[config.mk]
export PLATFORM = sky130hd
export DESIGN_NAME = decoder_seq
export DESIGN_NICKNAME = d
export VERILOG_FILES = /design/src/rtl/decoder_pkg.sv /design/src/rtl/onehot_dec.sv /design/src/rtl/decoder_seq.sv
export SDC_FILE = /design/constraint.sdc
export NUM_CORES = 1
export LEC_CHECK = 0
export CORE_ASPECT_RATIO = 1.1
export CORE_MARGIN = 4
export CORE_UTILIZATION = 53
export DETAILED_ROUTE_END_ITERATION = 16
export PLACE_DENSITY = 0.94
export SLEW_MARGIN = 20
export SYNTH_ARGS = -nofsm -noshare
export SYNTH_HDL_FRONTEND = slang
export SYNTH_SLANG_ARGS = --single-unit
[constraint.sdc]
create_clock -name clk -period 3.8 [get_ports clk]
set_input_delay 1.14 -clock clk [delete_from_list [all_inputs] [get_ports clk]]
set_output_delay 1.14 -clock clk [all_outputs]
set_load 0.005 [all_outputs]
[src/rtl/decoder_pkg.sv]
// Shared types for the one-hot decoder / scan sequencer.
// Pure declarations; no latency, no backpressure.
package decoder_pkg;

    typedef enum logic [1:0] {
        IDLE = 2'd0,
        HOLD = 2'd1,
        SCAN = 2'd2
    } state_t;

    localparam logic MODE_DIRECT = 1'b0;
    localparam logic MODE_SCAN   = 1'b1;

endpackage

[src/rtl/onehot_dec.sv]
// Combinational IN_W -> 2**IN_W one-hot decoder.
// Zero latency; no backpressure.
module onehot_dec #(
    parameter int IN_W = 3
) (
    input  logic [IN_W-1:0]      sel_i,
    output logic [(2**IN_W)-1:0] dec_o
);

    always_comb begin
        dec_o        = '0;
        dec_o[sel_i] = 1'b1;
    end

endmodule

[src/rtl/decoder_seq.sv]
// Registered one-hot decoder with direct-hold and dwell-timed scan modes.
// 1-cycle latency from inputs to all outputs; no backpressure.
module decoder_seq
    import decoder_pkg::*;
#(
    parameter int IN_W    = 3,
    parameter int DWELL_W = 8
) (
    input  logic                 clk,
    input  logic                 rst_n,
    input  logic                 en,
    input  logic                 mode,
    input  logic                 load,
    input  logic [IN_W-1:0]      in,
    input  logic [DWELL_W-1:0]   dwell,
    output logic [(2**IN_W)-1:0] out,
    output logic                 out_valid,
    output logic [IN_W-1:0]      idx,
    output logic                 wrap
);

    localparam int OUT_W = 2**IN_W;

    state_t             state_q, state_d;
    logic [IN_W-1:0]    idx_q, idx_d;
    logic [DWELL_W-1:0] cnt_q, cnt_d;
    logic               wrap_q, wrap_d;
    logic [OUT_W-1:0]   out_q;
    logic               valid_q;
    logic [OUT_W-1:0]   dec;

    always_comb begin
        state_d = state_q;
        idx_d   = idx_q;
        cnt_d   = cnt_q;
        wrap_d  = 1'b0;
        if (!en) begin
            state_d = IDLE;
            cnt_d   = '0;
        end else begin
            unique case (state_q)
                IDLE: begin
                    if (mode == MODE_SCAN) begin
                        state_d = SCAN;
                        idx_d   = in;
                        cnt_d   = '0;
                    end else if (load) begin
                        state_d = HOLD;
                        idx_d   = in;
                    end
                end
                HOLD: begin
                    if (mode == MODE_SCAN) begin
                        state_d = SCAN;
                        idx_d   = in;
                        cnt_d   = '0;
                    end else if (load) begin
                        idx_d = in;
                    end
                end
                SCAN: begin
                    if (mode == MODE_DIRECT) begin
                        cnt_d = '0;
                        if (load) begin
                            state_d = HOLD;
                            idx_d   = in;
                        end else begin
                            state_d = IDLE;
                        end
                    end else if (cnt_q == dwell) begin
                        // A dwell lowered below cnt simply waits for cnt to roll over.
                        cnt_d  = '0;
                        idx_d  = idx_q + 1'b1;
                        wrap_d = (idx_q == {IN_W{1'b1}});
                    end else begin
                        cnt_d = cnt_q + 1'b1;
                    end
                end
                default: state_d = IDLE;
            endcase
        end
    end

    onehot_dec #(.IN_W(IN_W)) u_dec (
        .sel_i (idx_d),
        .dec_o (dec)
    );

    always_ff @(posedge clk or negedge rst_n) begin
        if (!rst_n) begin
            state_q <= IDLE;
            idx_q   <= '0;
            cnt_q   <= '0;
            wrap_q  <= 1'b0;
            out_q   <= '0;
            valid_q <= 1'b0;
        end else begin
            state_q <= state_d;
            idx_q   <= idx_d;
            cnt_q   <= cnt_d;
            wrap_q  <= wrap_d;
            out_q   <= (state_d != IDLE) ? dec : '0;
            valid_q <= (state_d != IDLE);
        end
    end

    assign out       = out_q;
    assign out_valid = valid_q;
    assign idx       = idx_q;
    assign wrap      = wrap_q;

endmodule

# Word-level counts from Yosys, hierarchy flattened
# Cells that the tools add are included.
dict set report word_totals {
  out_inout_bits 13
  elab_cells 46
  ram_bits 0
  latch_bits 0
  mem_count 0
  romBits 0
  in_bits 16
  ff_bits 23
}
dict set report classes {
  eq_ne 6
  multipliers 0
  n_reduce_logical 5
  n_shift 0
  addsub 2
  muxes 25
  order_cmp 2
  div 0
  bitwise_logic 0
}
# op n
set op_table {}
lappend op_table {{$mux 8} 5}
lappend op_table {{$pmux 8 s2} 1}
lappend op_table {{$mux 3} 5}
lappend op_table {{$mux 2} 5}
lappend op_table {{$add 8x1->8 const B} 1}
lappend op_table {{$eq 8x8->1} 1}
lappend op_table {{$mux 1} 6}
lappend op_table {{$ne 3x2->1 const B} 2}
lappend op_table {{$pmux 2 s3} 1}
lappend op_table {{$pmux 3 s2} 1}
lappend op_table {{$lt 3x4->1 const B} 1}
lappend op_table {{$add 3x1->3 const B} 1}
lappend op_table {{$demux 1 s3} 1}
lappend op_table {{$eq 3x3->1 const B} 1}
lappend op_table {{$ge 3x1->1 const B} 1}
lappend op_table {{$eq 2x1->1 const B} 1}
lappend op_table {{$eq 2x2->1 const B} 1}
lappend op_table {{$logic_not 2->1} 1}
lappend op_table {{$reduce_and 2->1} 1}
lappend op_table {{$reduce_bool 2->1} 1}
lappend op_table {{$reduce_or 2->1} 1}
lappend op_table {{$logic_and 1x1->1} 1}

# Depth between registers and ports, before layout
# Gate-level depths: netlist (run 1).
dict set report logic_depth {
  depth_word 10
  depth_mapped 7
  ltp_nobuf 6
}

# By module
# From an unflattened synthesis (run 1), not the netlist that was laid out.
dict set report unflattened {
  cells_unflattened 124
  hier_area_um2 1265.0
}
# mod area_per_inst_um2 cells_each seq_area_each_um2 n_inst
set modules_own_cells {}
lappend modules_own_cells {decoder_seq 1199.9 116 575.6 1}
lappend modules_own_cells {onehot_dec 65.1 8 0.0 1}

# Worst setup path after synthesis (run 1)
# Ideal clock, no wire load.
dict set report synth_path {
  kind {input -> register}
  from {input dwell[1]}
  to {register out_q[5], in the netlist out[5]}
  t_arrival_ns 2.638
  cell_stages 6
  path_buffers 0
  setup_time_ns 0.122
  setup_slack_ns 1.041
  path_cell_list {xnor2_1 > nand4_2 > or4_4 > a31oi_4 > inv_2 > a2111oi_1}
}
dict set report synth_between {
  elab_chain_cells 10
  elab_cells_between_ends 11
}
# element line
set synth_rtl {}
lappend synth_rtl {{start, declared} decoder_seq.sv:15} ;# input logic [DWELL_W-1:0] dwell,
lappend synth_rtl {{$eq 8x8->1 (*)} decoder_seq.sv:70} ;# end else if (cnt_q == dwell) begin
lappend synth_rtl {{$mux 3 (*)} decoder_seq.sv:70}
lappend synth_rtl {{$mux 3 (*)} decoder_seq.sv:62} ;# if (mode == MODE_DIRECT) begin
lappend synth_rtl {{$pmux 3 s2 (*)} decoder_seq.sv:41} ;# unique case (state_q)
lappend synth_rtl {{$mux 3 (*)} decoder_seq.sv:37} ;# if (!en) begin
lappend synth_rtl {{via idx_d[1]} decoder_seq.sv:25} ;# logic [IN_W-1:0] idx_q, idx_d;
lappend synth_rtl {{$lt 3x4->1 (implied by the code) / $ge 3x1->1 (equally long branches)} onehot_dec.sv:12} ;# dec_o[sel_i] = 1'b1;
lappend synth_rtl {{$logic_and 1x1->1 (implied by the code)} onehot_dec.sv:12}
lappend synth_rtl {{$mux 1 (implied by the code)} onehot_dec.sv:12}
lappend synth_rtl {{$demux 1 s3 (*)} --}
lappend synth_rtl {{$mux 8 (*)} decoder_seq.sv:102} ;# out_q <= (state_d != IDLE) ? dec : '0;
lappend synth_rtl {{end signal, assigned} decoder_seq.sv:102}
lappend synth_rtl {{end, declared} decoder_seq.sv:28} ;# logic [OUT_W-1:0] out_q;
# Mark *: on every way through the listed nets, which the timed path passes. The rest lies on a longest branch.
# A chain may end at the register's enable or synchronous reset.

# Worst setup path in the final report (run 1)
dict set report layout_path {
  from {input dwell[2]}
  to {register out_q[3], in the netlist out[3]}
}
# The elaborated chain is that of the path after synthesis.

==> impl_results.md, run 1 <==
* Dominant cells by area after synthesis: dfrtp_1 45%, xnor2_1 6.1%, nand2_1 4.1%
* Avg Inst Size Synth at just over 10 sq um
* # setup viols final at 0
* Nets at 178
* Crit path max fanout at 9
* CP endpoint kind: flip-flop
* Largest net degree at the start of global routing at 24
* MaxCap Viol Count at 0
* Die H at 59.6 um
* CP Data Arrival Time at 3340 ps
* LEAKAGE at 0.661 nW
* Crit path kind: primary input to flip-flop
* WL final at 2930 um
* Most frequent cells in the layout: 27 x clkdlybuf4s50_1, 23 x dfrtp_1, 14 x nand2_1, 9 x xnor2_1, 9 x o21ai_1
* Worst skew pair latency at 310 ps
* Fraction of layout cells with a size suffix above 1 at 10.1%
* Crit share post-route at 83.1%
* TritonCTS clock tree: built
* Starting DRC count in detailed routing at 43
* Clock transition at the registers of the reported paths at around 120 ps
* Netlist cell types at 39
* ANT cells at 0
* Die footprint at 3280 sq um
* Hold WC Path Type: flip-flop to flip-flop
* # Post-CTS Setup Buffers at 0
* Total gr overflow at 0
* H-tree depth at 1
* Status: finished, final reports clean
* DRT Pass-1 Iters at 4
* PortBufs at 28
* FF-to-FF Start: cnt_q[2]
* Clk root buf: clkbuf_4
* Maximum clock frequency at 317 MHz
* I/O pin cnt at 29
* Worst hold path depth at 2
* Pwr dens at 314 nW/um^2
* Setup TNS at 0 ps
* Hold_sp: cnt_q[7]
* Post-Syn Instances at 126
* Relative slew slack at 58.9%
* Resize count post-CTS at 0
* Hold Buf Count CTS at 0
* Worst Tran Pin Value at 616 ps
* Placed cell areas at 1610 sq um
* Fin. Hold Viols at 0
* Drc violations at 0
* Synth top area share at 44.8%
* Cell count of the worst reg-to-reg path at 6
* RSZ-0062 raised after global routing: no
* Clock Path Buffers at 2
* Antenna Nets Post-Route at 0
* Flops & latches, synth at 23
* VDD IR max at 0.302 mV
* Clock sink count at 23
* Initial Util at 56.5%
* Die width at 54.9 um
* Fillers at 154
* Clock Skews at 4.67 ps
* Worst Setup SP: dwell[2]
* FP Rows at 18
* Gr usage total at 19.7%
* Worst EP required at 3980 ps
* Most common cell after layout, fill and taps aside: clkdlybuf4s50_1
* Core footprint at between 2000 and 2500 sq um
* Num CTS Buffers at 3
* Vias per cell at 6.12
* Post-synthesis cell area at 1280 sq um
* Post-route cell area at 1630 sq um
* Drt wl/cell at 15.6 um
* Warnings, synthesis at 0
* Largest area contributor in the netlist: dfrtp_1
* Synthesized net count at 145
* Slew Limit Fails at 0
* Area growth, synth to finish at 27.0%
* Register area share after synthesis at 44.8%
* First-pass GRT wire length at 4640 um
* Number of global-route vias before repair at 1031
* Final design utilization at 71.7%
* RD Place Congestion at roughly 0.9
* Antenna violations before repair at 0
* Minimum clock period at 3160 ps
* Vias at 1151
* Placed wire-length estimate at 2210 um
* Startpoint Class: primary input
synth_stat cells:
cell	n
a2111oi_0	1
a2111oi_1	3
a21bo_2	1
a21o_1	1
a21oi_1	2
a221oi_1	1
a22o_1	1
a31oi_4	2
and2_1	1
and3_1	2
and4b_1	1
buf_2	1
clkbuf_1	1
dfrtp_1	23
ha_1	3
inv_1	2
inv_2	3
mux2_1	2
nand2_1	14
nand2b_1	3
nand3_1	3
nand4_1	1
nand4_2	1
nor2_1	7
nor3_1	3
nor3b_1	1
nor4b_1	4
o21a_1	2
o21ai_0	5
o21ai_1	9
o21bai_1	4
o221ai_1	1
o2bb2ai_1	1
o311a_1	1
o311ai_1	1
or4_1	1
or4_4	2
xnor2_1	9
xor2_1	2
per-stage QoR:
step                      std cells  worst slack [ps]  total power, mW  hold WS (ps)
after detailed placement        184               337            0.404           540
after global placement          184               379            0.399           529
after CTS                       188               651            0.514           559
after global routing            188               431            0.541           588
after floorplan                 126              1040            0.337           496
final                           188               644            0.512           569
cells by family (layout without fill, tap and decap cells):
group / after synthesis / after routing / synth area share (%)
mux: 2 / 2 / 1.75
fa+ha+maj: 3 / 3 / 2.92
flops: 23 / 23 / 44.8
compound gates: 36 / 36 / 21.6
buf+inv: 7 / 39 / 2.14
xor+xnor: 11 / 11 / 7.50
simple gates: 44 / 44 / 19.3
power breakdown:
part | total (mW) | internal, mW | switching (mW)
clock network | 0.111 | 0.0393 | 0.0715
registers | 0.271 | 0.258 | 0.0138
logic | 0.130 | 0.0664 | 0.0634
sequential cells by signal, summed over array words and instances (netlist names):
signal and cells:
cnt_q 8, idx 3, out 8, out_valid 1
state_q 2, wrap 1
cell type report:
type	instances	area, sq um	share of cell area, %
Tap cell	30	37.5	2.30
Timing Repair Buffer	30	290	17.8
Clock inverter	1	5.00	0.307
Inverter	5	18.8	1.15
Multi-Input combinational cell	96	682	41.8
Sequential cell	23	576	35.3
Clock buffer	3	22.5	1.38
worst max-delay path, cell delays in order:
cell and delay (ps):
clkdlybuf4s50_1 480, xnor2_1 130, nand4_1 330, or4_4 540
a31oi_4 260, inv_2 80, a2111oi_1 370
worst paths after layout:
path / endpoint / slack, ps
max in group asynchronous: cnt_q[3] / 2680
min in group asynchronous: state_q[1] / 780
worst min-delay path: cnt_q[7] / 570
worst max register to register: out[3] / 1440
worst min register to register: cnt_q[7] / 570
worst max-delay path: out[3] / 640
per-layer routing:
metal	vias to the layer above	track usage, %	routed length, um
li1	535	-	-
met4	0	9.38	48
met5	-	0	0
met2	48	31.3	1540
met1	564	26.1	1210
met3	4	2.77	132
Power figures use the tool's default switching activity.
==> inputs of run 2 (changes only) <==
--- a/config.mk
+++ b/config.mk
@@ -7,9 +7,9 @@
 export LEC_CHECK = 0
 export CORE_ASPECT_RATIO = 1.1
 export CORE_MARGIN = 4
-export CORE_UTILIZATION = 53
+export CORE_UTILIZATION = 44
 export DETAILED_ROUTE_END_ITERATION = 16
-export PLACE_DENSITY = 0.94
+export PLACE_DENSITY = 0.84
 export SLEW_MARGIN = 20
 export SYNTH_ARGS = -nofsm -noshare
 export SYNTH_HDL_FRONTEND = slang
==> constraint.sdc (replaced) <==
create_clock -name clk -period 2.85 [get_ports clk]
set_input_delay 0.855 -clock clk [delete_from_list [all_inputs] [get_ports clk]]
set_output_delay 0.855 -clock clk [all_outputs]
set_load 0.005 [all_outputs]
==> run 2 against run 1 <==
Against the previous run: sequential power grew 34%; power grew 40%; non-clock buffer count rose by 13; critical path depth did not move; global-route usage decreased by 1.1 points; largest power group unchanged.
==> impl_results.md, run 2 (same netlist as run 1, synthesis figures left out) <==
* Vias per cell at 5.61 (-8.3%)
* Crit-path cells: clkdlybuf4s50_1 > xnor2_1 > nand4_2 > or4_4 > a31oi_4 > inv_2 > a2111oi_1
* First-pass GRT wire length at 5490 um (+18%)
* Crit share post-route at 95.4%
* Slew Limit Fails at 0 (unchanged)
* Worst EP required at 3040 ps (-940 ps)
* Most frequent cells in the layout: 28 x clkdlybuf4s50_1, 23 x dfrtp_1, 15 x buf_4, 14 x nand2_1
* FP Rows at 20 (+2)
* Fraction of layout cells with a size suffix above 1 at 17.0% (+6.8 points)
* Drt wl/cell at 15.9 um (+2.0%)
* Sw frac at 29.6% (+0.53 points)
* Clock sink count at 23 (unchanged)
* Drc violations at 0 (unchanged)
* PortBufs at 28 (unchanged)
* Placed wire-length estimate at 2490 um (+13%)
* Worst Tran Pin Value at 369 ps (-247 ps)
* CP top delay family: simple AND/OR/NAND/NOR gates
* Worst skew pair latency at 310 ps (about the same)
* Hold WC Path Type: flip-flop to flip-flop
* Crit path kind: primary input to flip-flop
* LEAKAGE at 0.718 nW (+8.7%)
* Buf/Inv on CP at 2 (unchanged)
* Clk root buf: clkbuf_4
* Slowest Stage Delay on Critical Path at 530 ps (about the same)
* CP endpoint kind: flip-flop
* Crit path max fanout at 6 (-3)
* Combinational share of power at 27.6% (+2.2 points)
* WL final at 3250 um (+11%)
* Clock Skews at 2.33 ps (-2.34 ps)
* RD Place Congestion at 0.886 (-1.2%)
* Number of global-route vias before repair at 1175 (+14%)
* Vias at 1145 (-0.52%)
* Nets at 191 (+7.3%)
* Clock transition at the registers of the reported paths at 120 ps (about the same)
* VDD IR max at 0.312 mV (+3.4%)
* Status: finished, final reports clean
* RSZ-0062 raised after global routing: no
* Clock power frac at 21.4% (-0.2 points)
* Maximum clock frequency at 368 MHz
* Hold Buf Count CTS at 0 (unchanged)
* Relative slew slack at 74.8% (+16 points)
* Initial Util at 46.3% (-10 points)
* Final WS setup at 132 ps (-512 ps)
* Num CTS Buffers at 3 (unchanged)
* Post-route cell area at 1750 sq um (+7.1%)
* Minimum clock period at 2720 ps
* Antenna violations before repair at 0 (unchanged)
* Int Pwr at 503 uW (+38%)
* I/O pin cnt at 29 (unchanged)
* Pwr dens at 409 nW/um^2 (+30%)
* # setup viols final at 0 (unchanged)
* Fin. Hold Viols at 0 (unchanged)
* Die H at 64.7 um (+8.5%)
* H-tree depth at 1 (unchanged)
* Starting DRC count in detailed routing at 29 (-33%)
* Startpoint Class: primary input
* Clock Path Buffers at 2 (unchanged)
* Area growth, synth to finish at 36.0%
* Reg power frac at 50.9% (-2.1 points)
* Final design utilization at 62.9% (-8.8 points)
* Die width at 59.5 um (+8.3%)
* Largest net degree at the start of global routing at 24 (unchanged)
* MaxCap Viol Count at 0 (unchanged)
* Total gr overflow at 0 (unchanged)
* DRT Pass-1 Iters at 4 (unchanged)
* Placed cell areas at 1710 sq um (+6.3%)
* Multi-input gate area at 693 sq um (+1.7%)
* Crit-path slowest cell: or4_4
* Core footprint at 2780 sq um (+22%)
* Die footprint at 3850 sq um (+17%)
* TritonCTS clock tree: built
* Most common cell after layout, fill and taps aside: clkdlybuf4s50_1
* CP Data Arrival Time at 2910 ps (-430 ps)
* Gr usage total at 18.6% (-1.1 points)
* ANT cells at 0 (unchanged)
* Psw at 211 uW (+42%)
* Antenna Nets Post-Route at 0 (unchanged)
* Fillers at 221 (+44%)
* Register area at 576 sq um (unchanged)
* Setup slack at placement at -231 ps (-569 ps)
## run 2: layout make-up
type                       count  share of cell area, %
tap                           33                   2.36
clock buffer                   4                   1.50
sequential                    23                   32.9
multi-input combinational     96                   39.7
timing repair buffer          43                   22.5
inverter                       5                   1.07
## run 2: final timing paths
path	cells after the start	to	start	slack (ps)
worst max-delay path	7	out[5]	dwell[5]	130
worst min-delay path	2	cnt_q[7]	cnt_q[7]	580
worst max register to register	6	out[3]	idx[0]	570
worst min register to register	2	cnt_q[7]	cnt_q[7]	580
max in group asynchronous	2	cnt_q[6]	rst_n	1760
min in group asynchronous	2	out[7]	rst_n	870
## run 2: timing repair
action | in CTS | in global routing
setup buffers | 0 | 0
setup endpoints to repair | 0 | 4
resized for setup | 0 | 2
## run 2: power by group through the flow
| stage | sequential, mW | combinational (mW) | clock, mW |
|---|---|---|---|
| after floorplan | 0.365 | 0.0848 | 0 |
| after global placement | 0.370 | 0.186 | 0 |
| after detailed placement | 0.369 | 0.191 | 0 |
| after CTS | 0.364 | 0.193 | 0.155 |
| after global routing | 0.367 | 0.217 | 0.174 |
| final | 0.364 | 0.197 | 0.153 |
## run 2: metrics by stage
step | setup TNS (ps) | total power, mW | std cells | hold WS, ps
after floorplan | 0 | 0.449 | 126 | 496
after global placement | -831 | 0.556 | 200 | 532
after detailed placement | -1090 | 0.561 | 200 | 552
after CTS | 0 | 0.712 | 204 | 580
after global routing | 0 | 0.758 | 204 | 611
final | 0 | 0.714 | 204 | 576
## run 2: worst register-to-register path, cell delays in order (launching register included)
cell	delay, ps
dfrtp_1	470
ha_1	240
ha_1	270
or4_4	540
a31oi_4	210
inv_2	90
a2111oi_1	350
## run 2: metal layers
layer | vias to the layer above | share of wire (%) | routed length [um] | track usage [%]
met5 | - | 0 | 0 | 0
met4 | 0 | 2.2 | 71 | 7.20
met3 | 9 | 4.9 | 160 | 4.18
met2 | 29 | 50 | 1620 | 30.2
met1 | 547 | 43 | 1400 | 23.7
li1 | 560 | - | - | -
==> inputs of run 3 (changes only) <==
--- a/config.mk
+++ b/config.mk
@@ -10,7 +10,7 @@
 export CORE_UTILIZATION = 44
 export DETAILED_ROUTE_END_ITERATION = 16
 export PLACE_DENSITY = 0.84
-export SLEW_MARGIN = 20
+export SLEW_MARGIN = 10
 export SYNTH_ARGS = -nofsm -noshare
 export SYNTH_HDL_FRONTEND = slang
 export SYNTH_SLANG_ARGS = --single-unit
==> results of run 3 <==
Same layout as run 2: the final DEF is identical, and so are final timing and power.
